$ cat config.mk
export PLATFORM = sky130hd
export DESIGN_NAME = mux_demux_4ch_flat
export DESIGN_NICKNAME = d
export VERILOG_FILES = /design/src/rtl/mux_demux_4ch_if.sv /design/src/rtl/mux_demux_4ch.sv /design/src/flat_wrapper.sv
export SDC_FILE = /design/constraint.sdc
export NUM_CORES = 1
export LEC_CHECK = 0
export BUFFER_PORTS_ARGS = -buffer_cell sky130_fd_sc_hd__buf_2
export CORE_ASPECT_RATIO = 1.4
export CORE_MARGIN = 10
export CORE_UTILIZATION = 40
export CTS_BUF_LIST = sky130_fd_sc_hd__clkbuf_2 sky130_fd_sc_hd__clkbuf_4 sky130_fd_sc_hd__clkbuf_8
export CTS_CLUSTER_SIZE = 30
export DETAILED_ROUTE_END_ITERATION = 8
export PLACE_DENSITY_LB_ADDON = 0.2
export SLEW_MARGIN = 20
export SYNTH_ARGS = -nofsm -noshare
export SYNTH_HDL_FRONTEND = slang
export SYNTH_SLANG_ARGS = --single-unit
$ cat constraint.sdc
create_clock -name clk -period 0.8 [get_ports clk]
set_input_delay 0.04 -clock clk [delete_from_list [all_inputs] [get_ports clk]]
set_output_delay 0.04 -clock clk [all_outputs]
set_load 0.02 [all_outputs]
$ cat src/rtl/mux_demux_4ch_if.sv
// Bus bundle for the 4-channel mux/demux: mux inputs and select, demux
// input and select, the per-path enables, and all five registered outputs.
interface mux_demux_4ch_if #(
    parameter int WIDTH = 4
) ();

    // Mux path
    logic             mux_en;
    logic [WIDTH-1:0] a1;
    logic [WIDTH-1:0] a2;
    logic [WIDTH-1:0] a3;
    logic [WIDTH-1:0] a4;
    logic [1:0]       mux_s;
    logic [WIDTH-1:0] d;

    // Demux path
    logic             demux_en;
    logic [WIDTH-1:0] a;
    logic [1:0]       demux_s;
    logic [WIDTH-1:0] d1;
    logic [WIDTH-1:0] d2;
    logic [WIDTH-1:0] d3;
    logic [WIDTH-1:0] d4;

    // Producer of the routing requests, consumer of the routed outputs
    modport master (
        output mux_en, a1, a2, a3, a4, mux_s,
        output demux_en, a, demux_s,
        input  d, d1, d2, d3, d4
    );

    // The routing unit itself
    modport slave (
        input  mux_en, a1, a2, a3, a4, mux_s,
        input  demux_en, a, demux_s,
        output d, d1, d2, d3, d4
    );

endinterface

$ cat src/rtl/mux_demux_4ch.sv
// Registered 4:1 multiplexer and 1:4 demultiplexer on independent paths.
// Each path captures on a rising clock edge when its enable is high and
// holds otherwise. All outputs come straight from flops, so there is no
// combinational route from any input to any output.
module mux_demux_4ch #(
    parameter int WIDTH = 4
) (
    input  logic            clk,
    input  logic            rst_n,
    mux_demux_4ch_if.slave  bus
);

    logic [WIDTH-1:0] d_d,  d_q;
    logic [WIDTH-1:0] d1_d, d1_q;
    logic [WIDTH-1:0] d2_d, d2_q;
    logic [WIDTH-1:0] d3_d, d3_q;
    logic [WIDTH-1:0] d4_d, d4_q;

    // Mux next-state: pick the selected channel when enabled, otherwise hold.
    // An unknown select falls to the default arm, which drives X so the
    // problem stays visible in simulation instead of being masked.
    always_comb begin
        d_d = d_q;
        if (bus.mux_en) begin
            case (bus.mux_s)
                2'b00:   d_d = bus.a1;
                2'b01:   d_d = bus.a2;
                2'b10:   d_d = bus.a3;
                2'b11:   d_d = bus.a4;
                default: d_d = {WIDTH{1'bx}};
            endcase
        end else begin
            d_d = d_q;
        end
    end

    // Demux next-state: when enabled, clear all four lanes and steer the input
    // to the selected lane in the same edge; otherwise hold every lane.
    always_comb begin
        d1_d = d1_q;
        d2_d = d2_q;
        d3_d = d3_q;
        d4_d = d4_q;
        if (bus.demux_en) begin
            d1_d = {WIDTH{1'b0}};
            d2_d = {WIDTH{1'b0}};
            d3_d = {WIDTH{1'b0}};
            d4_d = {WIDTH{1'b0}};
            case (bus.demux_s)
                2'b00:   d1_d = bus.a;
                2'b01:   d2_d = bus.a;
                2'b10:   d3_d = bus.a;
                2'b11:   d4_d = bus.a;
                default: begin
                    d1_d = {WIDTH{1'bx}};
                    d2_d = {WIDTH{1'bx}};
                    d3_d = {WIDTH{1'bx}};
                    d4_d = {WIDTH{1'bx}};
                end
            endcase
        end else begin
            d1_d = d1_q;
            d2_d = d2_q;
            d3_d = d3_q;
            d4_d = d4_q;
        end
    end

    // Output registers; reset clears every lane immediately, without a clock.
    always_ff @(posedge clk or negedge rst_n) begin
        if (!rst_n) begin
            d_q  <= {WIDTH{1'b0}};
            d1_q <= {WIDTH{1'b0}};
            d2_q <= {WIDTH{1'b0}};
            d3_q <= {WIDTH{1'b0}};
            d4_q <= {WIDTH{1'b0}};
        end else begin
            d_q  <= d_d;
            d1_q <= d1_d;
            d2_q <= d2_d;
            d3_q <= d3_d;
            d4_q <= d4_d;
        end
    end

    assign bus.d  = d_q;
    assign bus.d1 = d1_q;
    assign bus.d2 = d2_q;
    assign bus.d3 = d3_q;
    assign bus.d4 = d4_q;

endmodule

$ cat src/flat_wrapper.sv
// flat-port wrapper written by rule: the top's interface ports become plain ports
module mux_demux_4ch_flat 
#(
    parameter int WIDTH = 4
)
  (clk, rst_n, bus_mux_en, bus_a1, bus_a2, bus_a3, bus_a4, bus_mux_s, bus_demux_en, bus_a, bus_demux_s, bus_d, bus_d1, bus_d2, bus_d3, bus_d4);
  mux_demux_4ch_if #(.WIDTH(WIDTH)) bus_i ();
  input  logic clk;
  input  logic rst_n;
  input wire logic [$bits(bus_i.mux_en)-1:0] bus_mux_en;
  input wire logic [$bits(bus_i.a1)-1:0] bus_a1;
  input wire logic [$bits(bus_i.a2)-1:0] bus_a2;
  input wire logic [$bits(bus_i.a3)-1:0] bus_a3;
  input wire logic [$bits(bus_i.a4)-1:0] bus_a4;
  input wire logic [$bits(bus_i.mux_s)-1:0] bus_mux_s;
  input wire logic [$bits(bus_i.demux_en)-1:0] bus_demux_en;
  input wire logic [$bits(bus_i.a)-1:0] bus_a;
  input wire logic [$bits(bus_i.demux_s)-1:0] bus_demux_s;
  output wire logic [$bits(bus_i.d)-1:0] bus_d;
  output wire logic [$bits(bus_i.d1)-1:0] bus_d1;
  output wire logic [$bits(bus_i.d2)-1:0] bus_d2;
  output wire logic [$bits(bus_i.d3)-1:0] bus_d3;
  output wire logic [$bits(bus_i.d4)-1:0] bus_d4;
  assign bus_i.mux_en = bus_mux_en;
  assign bus_i.a1 = bus_a1;
  assign bus_i.a2 = bus_a2;
  assign bus_i.a3 = bus_a3;
  assign bus_i.a4 = bus_a4;
  assign bus_i.mux_s = bus_mux_s;
  assign bus_i.demux_en = bus_demux_en;
  assign bus_i.a = bus_a;
  assign bus_i.demux_s = bus_demux_s;
  assign bus_d = bus_i.d;
  assign bus_d1 = bus_i.d1;
  assign bus_d2 = bus_i.d2;
  assign bus_d3 = bus_i.d3;
  assign bus_d4 = bus_i.d4;
  mux_demux_4ch #(.WIDTH(WIDTH)) u_core (.clk(clk), .rst_n(rst_n), .bus(bus_i));
endmodule
==> flow_summary.ini <==
[global_routing]
grt_pass1_wl_mm = 3.864
grt-ovfl-total = 0
grt_use_total = 0.1111
grt_pass1_vias = 885
grt_max_degree = 21
antenna_found_initial = 0

[pwr]
finalPower_mw = 2.341
p_per_area_nw_per_um2 = 1657
leakagePower_nw = 0.7235
vdd_drop_max_mv = 1.550

[worst_setup_path]
worstReg2RegStart = u_core.bus.d[2]$_DFFE_PN0P_
start_kind = flop
arrival_ns = 0.86
r2r_end = u_core.bus.d[2]$_DFFE_PN0P_
crit_slowest_cell = dfrtp_1
crit_required_ns = 0.76
crit_path_cell_trace = buf_6
r2r_cells = 3
end_kind = output port
path_buf_inv = 1
crit_type = flop to output port
cp_slowest_stage_delay_ns = 0.42
crit_family = flip-flops
reg2reg_slack_ns = -0.02
critical_path.max_fanout = 2

[floorplan]
die_area_sq_um = 4474
num_rows = 19
coreArea_sq_um = 2021
ios = 48
initial_core_util = 0.4316
die_h_um = 75.25
die_x_um = 59.46

[yosys]
yosys.area.top_type = dfrtp_1
synth_ff_type = dfrtp_1
postSynthCellCount = 81
synth.distinct_cells = 11
yosysMostFrequentCell = dfrtp_1
ys_async_sr_fraction = 1.000
yosys_register_bits = 20
ys_warn_count = 0
synth_edf_count = 0
ys_top_cells_by_area = dfrtp_1 57%, o22ai_1 11%, mux2i_1 9.2%
synth_top_cell_area_share = 0.5739
synthTopCellsByCount = 20 x dfrtp_1, 16 x inv_1, 16 x o22ai_1, 8 x mux2i_1, 7 x nand2b_1
syn-num-nets = 109
synth.avg_cell_area_sq_um = 10.77
syn-cell-area_sq_um = 872.1
ys_seq_area_frac = 0.5739

[placement]
dpl.hpwl_mm = 1.928
dp_slack_ns = 0.002036
io_buffers = 47
place_congestion = 0.7001

[clock_network]
htree_levels = 1
cts.path.max_buffers = 2
clock_sinks = 20
root_buffer = clkbuf_4
clk_pin_slew_ns = 0.10
cts_buffers = 3
clock_latency_ns = 0.30
tritoncts = done

[timing]
clock_skew_ns = 0
max_freq_mhz = 1117
tightest_slew_ns = 0.4423
drv_slew = 0
fin_ws_ns = -0.09551
setup_violations = 21
whs_ns = 0.05637
slew_headroom = 0.7051
rsz0062_at_grt = true
finalSetupTns_ns = -1.659
finalHoldViolCount = 0
finalCritPeriodShare = 1.119
min_period_ns = 0.8955

[drt]
drt_iter0_markers = 16
wl_mm = 2.566
vias = 821
antenna_left = 0
drt_first_pass_iters = 3
wire_per_inst_um = 15.84
vias_per_cell = 5.068
drc = 0

[hold_path]
min_path_type = primary input to flop
min_to = u_core.bus.d2[3]$_DFFE_PN0P_
hold_depth = 3
min_from = bus_a[3]

[finish]
final-seq-area_sq_um = 500.5
drive_gt1_frac = 0.4894
fillers = 156
multi_input_area_sq_um = 329.1
antenna_cells = 0
final_core_util = 0.6991
nNetsFinal = 170
area_growth_pct = 61.98

[status]
status = finished with violations
violations = negative setup slack

[flow_run]
max_cap_violations = 0
## worst min-delay path: stages
cell	delay, ns
buf_2	0.10
nand2_1	0.10
o22ai_1	0.08
## sequential cells by signal (all words and copies together), names as in the netlist
name	flops
u_core.bus.d	4
u_core.bus.d1	4
u_core.bus.d4	4
u_core.bus.d3	4
u_core.bus.d2	4
## worst max-delay path by stage
stage / from / endpoint / slack (ns) / cells after the start
2_1_floorplan: u_core.bus.d[0]$_DFFE_PN0P_ / u_core.bus.d[0]$_DFFE_PN0P_ / 0.05 / 2
3_3_place_gp: bus_mux_s[0] / u_core.bus.d[1]$_DFFE_PN0P_ / 0.07 / 3
3_5_place_dp: bus_mux_s[0] / u_core.bus.d[1]$_DFFE_PN0P_ / 0.002 / 3
4_1_cts: u_core.bus.d1[2]$_DFFE_PN0P_ / bus_d1[2] / -0.11 / 1
5_1_grt: u_core.bus.d[3]$_DFFE_PN0P_ / bus_d[3] / -0.13 / 1
6_report: u_core.bus.d[3]$_DFFE_PN0P_ / bus_d[3] / -0.1 / 1
## metrics by stage
step                      instance area [sq um]  cells
final                                      1413    162
after global routing                       1413    162
after CTS                                  1333    157
after detailed placement                   1132    149
after global placement                     1132    149
after floorplan                           872.1     81
## metal layers
layer	vias up	routed length (um)	global-route usage
met1	374	897	0.09581
met3	4	361	0.06229
met2	40	1271	0.1993
met4	0	36	0.05371
li1	403	-	-
met5	-	0	0
## repair_timing
item | 4_1_cts | 5_1_grt
hold buffers | 1 | 0
setup endpoints to repair | 20 | 23
endpoints found under the hold margin | 20 | 0
buffers inserted | 3 | 5
gates resized for setup | 41 | 7
## power by group
part / internal, mW / switching (mW) / total (mW)
sequential: 1.08 / 0.0537 / 1.14
combinational: 0.334 / 0.297 / 0.631
clock: 0.278 / 0.297 / 0.575
total: 1.69 / 0.647 / 2.34
## layout make-up
class / count / area share
Inverter: 16 / 0.04252
Clock buffer: 4 / 0.02569
Sequential cell: 20 / 0.3543
Multi-Input combinational cell: 42 / 0.2330
Tap cell: 21 / 0.01860
Timing Repair Buffer: 59 / 0.3260
## cell usage in the layout (no fill, tap or decap)
| cell | n |
|---|---|
| buf_2 | 27 |
| buf_4 | 9 |
| buf_6 | 22 |
| clkbuf_4 | 3 |
| clkbuf_8 | 1 |
| dfrtp_1 | 20 |
| dlygate4sd3_1 | 1 |
| inv_1 | 16 |
| mux2i_1 | 8 |
| nand2_1 | 6 |
| nand2b_1 | 4 |
| nand2b_4 | 3 |
| o221ai_1 | 1 |
| o221ai_2 | 3 |
| o22ai_1 | 16 |
| or2_2 | 1 |
## kinds of logic after synthesis
family	share of synthesized area
compound gates	0.1550
flops	0.5739
buf+inv	0.09613
simple gates	0.08321
mux	0.09183
Power figures use the tool's default switching activity.
